--- src/rtl/ifetch_unit.sv ---
// Instruction fetch stage: PC -> imem req/gnt/rvalid -> {pc, instr} FIFO -> decode.
// Optional performance counters are enabled with `define IFETCH_PERF_CNT_EN.
module ifetch_unit #(
    parameter int N     = 32,
    parameter int DEPTH = 2
) (
    input  logic         clk,
    input  logic         reset,
    input  logic [N-1:0] pc_i,
    input  logic         flush_i,
    output logic         imem_req_o,
    output logic [N-1:0] imem_addr_o,
    input  logic         imem_gnt_i,
    input  logic         imem_rvalid_i,
    input  logic [N-1:0] imem_rdata_i,
    output logic         id_valid_o,
    input  logic         id_ready_i,
    output logic [N-1:0] id_instr_o,
    output logic [N-1:0] id_pc_o,
    output logic [N-1:0] id_pc4_o,
    output logic         bubble_o
`ifdef IFETCH_PERF_CNT_EN
    ,
    output logic [31:0]  stall_cnt_o,
    output logic [31:0]  fetch_cnt_o
`endif
);

    localparam int AW = $clog2(DEPTH);
    localparam int CW = AW + 1;

    typedef enum logic [1:0] {
        REQ,
        WAIT_RESP,
        DRAIN
    } state_t;

    state_t         state;
    logic [N-1:0]   pc_q    [DEPTH];
    logic [N-1:0]   instr_q [DEPTH];
    logic [AW-1:0]  head;
    logic [AW-1:0]  tail;
    logic [CW-1:0]  count;
    logic [N-1:0]   inflight_pc;
    logic           full;
    logic           accept;
    logic           push;
    logic           pop;

    assign full        = (count == CW'(DEPTH));
    assign imem_req_o  = (state == REQ) & ~full & ~flush_i & ~reset;
    assign imem_addr_o = pc_i;
    assign accept      = imem_req_o & imem_gnt_i;
    assign bubble_o    = reset | (~accept & ~flush_i);

    // A response arriving together with a flush belongs to the old path.
    assign push = (state == WAIT_RESP) & imem_rvalid_i & ~flush_i;
    assign pop  = id_valid_o & id_ready_i;

    assign id_valid_o = (count != '0);
    assign id_instr_o = id_valid_o ? instr_q[head] : N'(32'h0000_0013);
    assign id_pc_o    = id_valid_o ? pc_q[head] : '0;
    assign id_pc4_o   = id_pc_o + N'(4);

    always_ff @(posedge clk) begin
        if (reset) begin
            state       <= REQ;
            count       <= '0;
            head        <= '0;
            tail        <= '0;
            inflight_pc <= '0;
        end else begin
            unique case (state)
                REQ: begin
                    if (accept) begin
                        inflight_pc <= pc_i;
                        state       <= WAIT_RESP;
                    end
                end
                WAIT_RESP: begin
                    if (imem_rvalid_i) begin
                        state <= REQ;
                    end else if (flush_i) begin
                        state <= DRAIN;
                    end
                end
                DRAIN: begin
                    if (imem_rvalid_i) begin
                        state <= REQ;
                    end
                end
                default: state <= REQ;
            endcase

            if (flush_i) begin
                count <= '0;
                head  <= '0;
                tail  <= '0;
            end else begin
                if (push) begin
                    tail <= tail + AW'(1);
                end
                if (pop) begin
                    head <= head + AW'(1);
                end
                unique case ({push, pop})
                    2'b10:   count <= count + CW'(1);
                    2'b01:   count <= count - CW'(1);
                    default: count <= count;
                endcase
            end
        end
    end

    always_ff @(posedge clk) begin
        if (push) begin
            pc_q[tail]    <= inflight_pc;
            instr_q[tail] <= imem_rdata_i;
        end
    end

`ifdef IFETCH_PERF_CNT_EN
    always_ff @(posedge clk) begin
        if (reset) begin
            stall_cnt_o <= '0;
            fetch_cnt_o <= '0;
        end else begin
            if (id_ready_i & ~id_valid_o) begin
                stall_cnt_o <= stall_cnt_o + 32'd1;
            end
            if (push) begin
                fetch_cnt_o <= fetch_cnt_o + 32'd1;
            end
        end
    end
`endif

endmodule

--- config.mk ---
export PLATFORM = sky130hd
export DESIGN_NAME = ifetch_unit
export DESIGN_NICKNAME = d
export VERILOG_FILES = /design/src/rtl/ifetch_unit.sv
export SDC_FILE = /design/constraint.sdc
export NUM_CORES = 1
export LEC_CHECK = 0
export BUFFER_PORTS_ARGS = -buffer_cell sky130_fd_sc_hd__buf_2
export CAP_MARGIN = 15
export CORE_MARGIN = 2
export CORE_UTILIZATION = 57
export CTS_CLUSTER_SIZE = 8
export DETAILED_ROUTE_END_ITERATION = 10
export GPL_TIMING_DRIVEN = 0
export HOLD_SLACK_MARGIN = 0.1
export PLACE_DENSITY = 0.86
export SLEW_MARGIN = 20
export SYNTH_ARGS = -nofsm -noshare
export SYNTH_HDL_FRONTEND = slang
export SYNTH_SLANG_ARGS = --single-unit
--- constraint.sdc ---
create_clock -name clk -period 7.6 [get_ports clk]
set_input_delay 0.76 -clock clk [delete_from_list [all_inputs] [get_ports clk]]
set_output_delay 0.76 -clock clk [all_outputs]
set_load 0.01 [all_outputs]
==> flow_metrics.tcl <==
set metrics [dict create \
    timing.critical_path.cells "buf_6 > buf_8 > buf_2 > buf_2 > mux2_2 > nand2_1 > inv_1 > ha_1 > nor4b_2 > nand4_2 > nor4_2 > xor2_1 > buf_2" \
    fin_ws_ns 3.032 \
    grt_pass1_vias 5336 \
    run_status "completed" \
    leakagePower_nw 3.623 \
    synthCells 594 \
    fmax_mhz 218.9 \
    tritoncts "done" \
    h-tree-depth 4 \
    yosysMostFrequentCell "edfxtp_1" \
    track_usage_pct 24.81 \
    slowest_stage "nand4_2" \
    dp_hpwl_mm 12.52 \
    fp.dieH_microns 118.3 \
    cp-start-kind "register" \
    die_x_microns 118.3 \
    seqPwrFrac_pct 52.7 \
    core_sq_um 12670 \
    post_cts_resized 0 \
    arrival_ns 3.81 \
    tightest_slew_ns 0.7700 \
    wl_per_cell_microns 17.54 \
    yosys_warnings 0 \
    critPathKind "reg -> out" \
    crit_fanout 10 \
    synth_ff_type "edfxtp_1" \
    endpoint "id_pc4_o[28]" \
    synth_common_cells "edfxtp_1, nand2_1, nor2_1" \
    worstPathRequired_ns 6.84 \
    seq_area_frac_synth_pct 62.15 \
    root_buffer "clkbuf_16" \
    die_area_sq_um 13980 \
    io_pins 201 \
    cp_num_buf_inv 6 \
    clk_latency_ns 0.42 \
    critPathMaxStageDelay_ns 0.39 \
    path_clk_slew_ns 0.07 \
    routed_wl_mm 17.54 \
    r2r_cells 8 \
    ir_drop_mv 0.1132 \
    holdCritPathClass "reg -> reg" \
    hold_violations 0 \
    fin_tns_setup_ns 0 \
    ys_types 45 \
    grt_pass1_wl_mm 26.83 \
    antenna_found_initial 0 \
    regToRegEndpoint "count[1]" \
    numClockSinks 167 \
    total_power_mw 1.885 \
    powerDensity_nw_per_um2 202.9 \
    timing.final.crit_share_pct 60.11 \
    rsz0062_at_grt "false" \
    synth_top_area_share_pct 51.66 \
    slew-limit-headroom_pct 48.55 \
    yosys.area.top_type "edfxtp_1" \
    syn-num-nets 666 \
    clkPwrFrac_pct 42.8 \
    design_area_sq_um 9293 \
    drt_iter0_markers 420 \
    setup_violations 0 \
    synth-edff-count 128 \
    final_cells 1000 \
    internal_power_mw 1.482 \
    ys_ff_latch 167 \
    overflow 0 \
    pwr-share-comb_pct 4.5 \
    postCtsSetupRepairBufs 0 \
    area_growth_pct 24.89 \
    crit_top_cell "buf_2" \
    initial_core_util_pct 58.72 \
    swShare_pct 21.41 \
    synthArstFlopShare_pct 0 \
    drcViolationCount 0 \
    dpl_worst_slack_ns 3.518 \
    row_count 41 \
    grt_max_degree 43 \
    whs_ns 0.4534 \
    vias_per_cell 5.389 \
    synth_area_per_cell_sq_um 12.53 \
    switchingPower_mw 0.4037 \
    post_dp_cell_area_sq_um 8737 \
    fin_skew_ns 0.008728 \
    path_delay_family "buffers and inverters" \
    routabilityCongestion 0.9203 \
    synthTopCellsByArea "edfxtp_1, dfxtp_1, mux2i_1, nand2_1, buf_4" \
    final_core_util_pct 73.34 \
    n_fill_cell 874 \
    rrSetupSlack_ns 5.34 \
    dr_total_vias 5389 \
    place_inst 968 \
    port-buffer-count 199 \
    nets 887 \
    postRouteAntennaNets 0 \
    layout_min_cycle_time_ns 4.568 \
    maxCapViolations 0 \
    cts-buffers-inserted 17 \
    syn-cell-area_sq_um 7441 \
    clock_path_buffers 2 \
    final-max-slew-violation-count 0 \
    r2r_start "count[0]" \
    drive_gt1_share_pct 38.89 \
    diodes 0 \
    ctsHoldBuffers 0 \
    cp-end-kind "output pin" \
    worst-path-stages 13 \
    dr.pass1.iters 5 \
]
## cell usage in the layout (no fill, tap or decap), drive strengths merged, types with 14 or more instances in the layout
cell type / n
nand2: 82
clkbuf: 26
buf: 257
a21oi: 36
dfxtp: 39
xor2: 21
nand3: 14
mux2i: 61
nor2: 64
nor3: 18
edfxtp: 128
inv: 14
## power by group through the flow
stage                     sequential (mW)  clock [mW]  combinational (mW)
after floorplan                      1.01           0              0.0425
after global placement               1.01           0              0.0801
after detailed placement             1.01           0              0.0843
after CTS                           0.994       0.813              0.0850
after global routing                0.994       0.848              0.0918
final                               0.994       0.807              0.0845
## cell type report
| cell class | instances | area (sq um) | area share [%] |
|---|---|---|---|
| flip-flops and latches | 167 | 4624 | 49.76 |
| multi-input cells | 354 | 2367 | 25.47 |
| repair buffers | 202 | 1071 | 11.53 |
| clock buffers | 18 | 429.2 | 4.618 |
| plain buffers | 63 | 421.7 | 4.537 |
| well taps | 172 | 215.2 | 2.316 |
| clock inverters | 14 | 126.4 | 1.360 |
| inverters | 10 | 37.54 | 0.4039 |
## logic make-up after synthesis
kind of cell	synth area share, %
AND/OR/NAND/NOR	14.66
flip-flops	62.15
buffers and inverters	6.171
multiplexers	8.509
AO/OA/AOI/OAI	4.288
XOR/XNOR	3.884
adder cells (fa/ha/maj)	0.3363
## worst min-delay path by stage
stage                                from          end  slack, ns  depth (start not counted)
final                     inflight_pc[27]  pc_q[0][27]       0.45                          0
after global routing       inflight_pc[0]   pc_q[1][0]       0.46                          0
after CTS                 inflight_pc[27]  pc_q[0][27]       0.45                          0
after detailed placement  inflight_pc[27]  pc_q[1][27]       0.44                          0
after global placement    inflight_pc[21]  pc_q[0][21]       0.43                          0
after floorplan            inflight_pc[0]   pc_q[0][0]       0.43                          0
## worst register-to-register path: cells and delay by family, from the launching register on
family        cells  cell delay (ns)
xor+xnor          1             0.16
buf+inv           2             0.43
flops             1             0.38
simple gates      4             0.85
fa+ha+maj         1             0.32
## registers in the layout, summed over array words and instances, names as in the netlist, named ones only
name and count:
count 2, tail 1, state 2, pc_q 64
head 1, instr_q 64, inflight_pc 32
## metal layers
layer | up-vias | global-route usage [%] | routed length, microns
met2 | 246 | 44.65 | 9248
met1 | 2594 | 29.23 | 6670
met3 | 40 | 4.488 | 1193
met5 | - | 0 | 0
met4 | 0 | 9.940 | 425
li1 | 2509 | - | -
No activity file was read; power rests on OpenSTA's default activity.
